### config.mk
export PLATFORM = sky130hd
export DESIGN_NAME = prng_burst_gen
export DESIGN_NICKNAME = d
export VERILOG_FILES = /design/src/rtl/prng_pkg.sv /design/src/rtl/xorshift_step.sv /design/src/rtl/prng_burst_gen.sv
export SDC_FILE = /design/constraint.sdc
export NUM_CORES = 1
export LEC_CHECK = 0
export ABC_AREA = 1
export BUFFER_PORTS_ARGS = -buffer_cell sky130_fd_sc_hd__buf_2
export CAP_MARGIN = 5
export CELL_PAD_IN_SITES_DETAIL_PLACEMENT = 0
export CELL_PAD_IN_SITES_GLOBAL_PLACEMENT = 1
export CORE_ASPECT_RATIO = 0.9
export CORE_MARGIN = 4
export CORE_UTILIZATION = 39
export CTS_CLUSTER_DIAMETER = 80
export CTS_CLUSTER_SIZE = 40
export DETAILED_ROUTE_END_ITERATION = 8
export GPL_ROUTABILITY_DRIVEN = 0
export PLACE_DENSITY = 0.9
export SLEW_MARGIN = 0
export SYNTH_ARGS = -nofsm -noshare
export SYNTH_HDL_FRONTEND = slang
export SYNTH_SLANG_ARGS = --single-unit
### constraint.sdc
create_clock -name clk -period 2.15 [get_ports clk]
set_clock_uncertainty 0.2 [all_clocks]
set_input_delay 0.1075 -clock clk [delete_from_list [all_inputs] [get_ports clk]]
set_output_delay 0.1075 -clock clk [all_outputs]
set_load 0.05 [all_outputs]
### src/rtl/prng_pkg.sv
// Shared defaults and state encoding for the xorshift burst generator.
package prng_pkg;

  localparam int unsigned DefWidth  = 32;
  localparam int unsigned DefNumOut = 256;
  localparam int unsigned DefShA    = 13;
  localparam int unsigned DefShB    = 17;
  localparam int unsigned DefShC    = 5;

  // FSM encoding kept as plain constants for compatibility with older consumers.
  localparam logic [1:0] IDLE = 2'd0;
  localparam logic [1:0] GEN  = 2'd1;
  localparam logic [1:0] DONE = 2'd2;

endpackage

### src/rtl/xorshift_step.sv
// One combinational xorshift step: v ^= v<<a; v ^= v>>b; v ^= v<<c.
module xorshift_step
  import prng_pkg::*;
#(
  parameter int unsigned WIDTH = DefWidth,
  parameter int unsigned SH_A  = DefShA,
  parameter int unsigned SH_B  = DefShB,
  parameter int unsigned SH_C  = DefShC
) (
  input  logic [WIDTH-1:0] v_in,
  output logic [WIDTH-1:0] v_out
);

  logic [WIDTH-1:0] s1;
  logic [WIDTH-1:0] s2;

  // Three xor-shift stages; shifts are logical and truncate to WIDTH.
  always_comb begin
    s1    = v_in ^ (v_in << SH_A);
    s2    = s1 ^ (s1 >> SH_B);
    v_out = s2 ^ (s2 << SH_C);
  end

endmodule

### src/rtl/prng_burst_gen.sv
// Consumes one synchronized seed per job and writes NUM_OUT xorshift words into a FIFO,
// stalling on fifo_full. busy covers the whole job so the upstream synchronizer holds off.
module prng_burst_gen
  import prng_pkg::*;
#(
  parameter int unsigned WIDTH   = DefWidth,
  parameter int unsigned NUM_OUT = DefNumOut,
  parameter int unsigned SH_A    = DefShA,
  parameter int unsigned SH_B    = DefShB,
  parameter int unsigned SH_C    = DefShC
) (
  input  logic             clk,
  input  logic             rst,
  input  logic             in_valid,
  input  logic [WIDTH-1:0] seed_in,
  input  logic             fifo_full,
  output logic             busy,
  output logic             out_valid,
  output logic [WIDTH-1:0] rand_num,
  output logic             done
);

  // Wide enough to hold NUM_OUT itself, so the count never wraps inside a job.
  localparam int unsigned     CntW    = $clog2(NUM_OUT + 1);
  localparam logic [CntW-1:0] LastCnt = CntW'(NUM_OUT - 1);

  logic [1:0]       state_q, state_d;
  logic [CntW-1:0]  cnt_q, cnt_d;
  logic [WIDTH-1:0] x_q, x_d, x_next;
  logic             busy_q, busy_d;
  logic             out_valid_q, out_valid_d;
  logic [WIDTH-1:0] rand_q, rand_d;
  logic             done_q, done_d;

  xorshift_step #(
    .WIDTH (WIDTH),
    .SH_A  (SH_A),
    .SH_B  (SH_B),
    .SH_C  (SH_C)
  ) u_step (
    .v_in  (x_q),
    .v_out (x_next)
  );

  // Next-state: seed capture in IDLE, one step per non-full cycle in GEN, one-cycle DONE.
  always_comb begin
    state_d     = state_q;
    cnt_d       = cnt_q;
    x_d         = x_q;
    busy_d      = busy_q;
    out_valid_d = 1'b0;
    rand_d      = rand_q;
    done_d      = 1'b0;
    case (state_q)
      IDLE: begin
        if (in_valid) begin
          x_d     = seed_in;
          cnt_d   = '0;
          busy_d  = 1'b1;
          state_d = GEN;
        end
      end
      GEN: begin
        // A full FIFO freezes x, cnt and rand_num so no value is skipped or repeated.
        if (!fifo_full) begin
          rand_d      = x_next;
          x_d         = x_next;
          out_valid_d = 1'b1;
          cnt_d       = cnt_q + CntW'(1);
          if (cnt_q == LastCnt) begin
            state_d = DONE;
          end
        end
      end
      DONE: begin
        busy_d  = 1'b0;
        done_d  = 1'b1;
        state_d = IDLE;
      end
      default: begin
        state_d = IDLE;
        busy_d  = 1'b0;
      end
    endcase
  end

  // State and registered outputs; reset abandons any job in flight.
  always_ff @(posedge clk) begin
    if (rst) begin
      state_q     <= IDLE;
      cnt_q       <= '0;
      x_q         <= '0;
      busy_q      <= 1'b0;
      out_valid_q <= 1'b0;
      rand_q      <= '0;
      done_q      <= 1'b0;
    end else begin
      state_q     <= state_d;
      cnt_q       <= cnt_d;
      x_q         <= x_d;
      busy_q      <= busy_d;
      out_valid_q <= out_valid_d;
      rand_q      <= rand_d;
      done_q      <= done_d;
    end
  end

  assign busy      = busy_q;
  assign out_valid = out_valid_q;
  assign rand_num  = rand_q;
  assign done      = done_q;

endmodule

==> results.json <==
{
  "clkTransAtPathRegs_ps": 70,
  "p_seq_share_pct": 36.0,
  "crit_slowest_cell": "dfxtp_1",
  "place_area_sq_mm": 0.00471,
  "powerDensity_mw_per_mm2": 868,
  "nets": 784,
  "yosysTopAreaCell": "dfxtp_1",
  "areaGrowthSynthToFinish_pct": 26.3,
  "drc": 0,
  "die_area_sq_mm": 0.0126,
  "start_kind": "register",
  "dpl.hpwl_um": 8980,
  "arrival_ps": 1970,
  "crit_type": "register to register",
  "ant_nets": 0,
  "antenna_found_initial": 0,
  "netlist_instances": 649,
  "tritoncts": "built",
  "cts.sinks": 78,
  "crit_chain": "ha_1 -> nand2_1 -> nor3_1 -> nand2_1 -> nor2_1 -> ha_1 -> o21ai_0 -> o21ai_0 -> nor2_1",
  "cpLargestDelayFamily": "simple AND/OR/NAND/NOR gates",
  "p_clk_share_pct": 35.4,
  "r2r-start": "cnt_q[0]",
  "clk_latency_ps": 350,
  "viasPerCell": 5.04,
  "max_cap_viol_count": 0,
  "hold_class": "input pin to register",
  "end_kind": "register",
  "layout_commonest_cell": "nand2_1",
  "reg2reg_depth": 9,
  "grt_pass1_vias": 4169,
  "ir_drop_uv": 368,
  "r2r-end": "cnt_q[8]",
  "fin_cells": 880,
  "synthesis.nets": 687,
  "placementRows": 35,
  "routed-via-count": 4435,
  "highest_layer": "met4",
  "die_x_um": 118,
  "yosysSeqAreaShare_pct": 37.0,
  "worstPathMaxFanout": 4,
  "h-tree-depth": 3,
  "outcome": "finished, final reports clean",
  "dp.cells": 833,
  "synth_top_area_share_pct": 37.0,
  "yosysUniqueCellTypes": 30,
  "start_util_pct": 40.5,
  "cts_resized": 0,
  "io_pins": 71,
  "slew-limit-headroom_pct": 65.2,
  "rsz0062_at_grt": "false",
  "avgRoutedWirePerCell_um": 13.9,
  "wl_met1_um": 5520,
  "ctsHoldBuffers": 31,
  "critPathBufInv": 0,
  "wl_met2_um": 5690,
  "synth_area_sq_mm": 0.00423,
  "p_switching_uw": 1630,
  "final_cell_area_sq_mm": 0.00534,
  "setup_viol": 0,
  "drv_slew": 0,
  "postCtsSetupBuffers": 0,
  "antenna_cells": 0,
  "yosys_warnings": 0,
  "max_freq_mhz": 533,
  "cts_buffer_depth": 2,
  "grt-ovfl-total": 0,
  "grt_max_degree": 43,
  "tightestPinTransition_ps": 522,
  "p_int_uw": 3010,
  "leakage_uw": 0.00270,
  "synth_seq_cells": 78,
  "fin_tns_setup_ps": 0,
  "drive_gt1_share_pct": 14.6,
  "p_comb_share_pct": 28.6,
  "period_share_pct": 87.3,
  "grt_usage_pct": 19.6,
  "dr_wl_met3_um": 713,
  "first_pass_iters": 5,
  "crit_required_ps": 2240,
  "swShare_pct": 35.1,
  "endpoint": "cnt_q[8]",
  "drt-total-wl_um": 12300,
  "cts_buffers": 9,
  "first_iter_violations": 266,
  "final_cell_mix": "nand2_1 (229), dfxtp_1 (78), inv_1 (75)",
  "cp_num_cells": 9,
  "syn_area_per_cell_sq_um": 6.51,
  "hold_viol": 0,
  "grt_pass1_wl_um": 19700,
  "port_buffers": 70,
  "critical-path-max-stage-delay_ps": 360,
  "synth_area_leaders": "dfxtp_1 (37%), nand2_1 (20%), inv_1 (6.7%)",
  "reg2reg_slack_ps": 270,
  "period_minus_slack_ps": 1880,
  "core_sq_mm": 0.0104,
  "die_y_um": 107,
  "cp-startpoint": "cnt_q[0]",
  "cts-root-buf": "clkbuf_16",
  "power_uw": 4630
}
## power by group through the flow
| stage | sequential [uW] | clock (uW) | combinational, uW |
|---|---|---|---|
| 2_1_floorplan | 1830 | 0 | 785 |
| 3_3_place_gp | 1690 | 0 | 1260 |
| 5_1_grt | 1680 | 1710 | 1470 |
| 3_5_place_dp | 1700 | 0 | 1270 |
| 6_report | 1670 | 1640 | 1320 |
| 4_1_cts | 1670 | 1650 | 1320 |
## tightest hold or removal path, stage by stage
cell,delay [ps]
buf_2,80
o21ai_0,100
nor2_1,110
o21ai_1,60
o21ai_0,60
## cell families (layout without fill, tap and decap cells)
family                     after synthesis  count (layout)  share of synthesized area [%]
DFF                                     78              78                           37.0
xor gates and xnor gates                17              17                           3.52
and+or+nand+nor                        304             304                           30.3
AOI/OAI and AO/OA                      142             142                           18.4
buffers and inverters                  106             208                           10.2
adders and majority gates                2               2                          0.592
## final cells by class
| cell class | count | area, sq um |
|---|---|---|
| clock inverters | 6 | 86.3 |
| fillers | 1043 | 5090 |
| clock buffers | 10 | 229 |
| multi-input cells | 465 | 2230 |
| flip-flops and latches | 78 | 1560 |
| well taps | 129 | 161 |
| repair buffers | 111 | 761 |
| inverters | 81 | 304 |
## per-layer routing
layer / GRT usage, % / up-vias
met5: 0 / -
met4: 8.70 / 0
met2: 32.9 / 120
met1: 23.7 / 2027
met3: 5.22 / 28
li1: - / 2260
## sequential cells by signal, indices dropped and copies added (netlist names)
signal     cells
out_valid      1
rand_num      32
x_q           32
cnt_q          9
busy           1
state_q        2
done           1
## how the worst min path moves through the flow
stage / startpoint / endpoint / slack [ps] / cells past startpoint
2_1_floorplan: fifo_full / state_q[1] / -20 / 1
3_3_place_gp: fifo_full / state_q[1] / 110 / 2
3_5_place_dp: fifo_full / state_q[1] / 110 / 2
4_1_cts: seed_in[31] / x_q[31] / 5 / 5
5_1_grt: seed_in[27] / x_q[27] / 60 / 5
6_report: seed_in[31] / x_q[31] / 10 / 5
## Yosys cell counts
library cell and n:
a211oi_2 1, a21o_1 4, a21oi_1 53, and3_1 2
buf_2 15, buf_4 4, clkbuf_1 6, dfxtp_1 78
ha_1 2, inv_1 75, inv_2 6, nand2_1 229
nand2_2 1, nand2_4 2, nand3_1 45, nand3_2 1
nand3b_1 3, nor2_1 14, nor2_4 2, nor2_8 1
nor3_1 2, nor3_2 1, nor4_1 1, o211ai_1 5
o21a_1 10, o21ai_0 54, o21ai_1 10, o21bai_1 5
xnor2_1 10, xor2_1 7
## through the flow
| stage | worst slack, ps | hold slack [ps] | util, % |
|---|---|---|---|
| after detailed placement | 280 | 111 | 45.2 |
| final | 273 | 14.8 | 51.2 |
| after floorplan | 471 | -15.3 | - |
| after CTS | 271 | 5.48 | 51.2 |
| after global routing | 28.9 | 56.6 | 51.2 |
| after global placement | 369 | 109 | 45.2 |
Power figures use the tool's default switching activity.
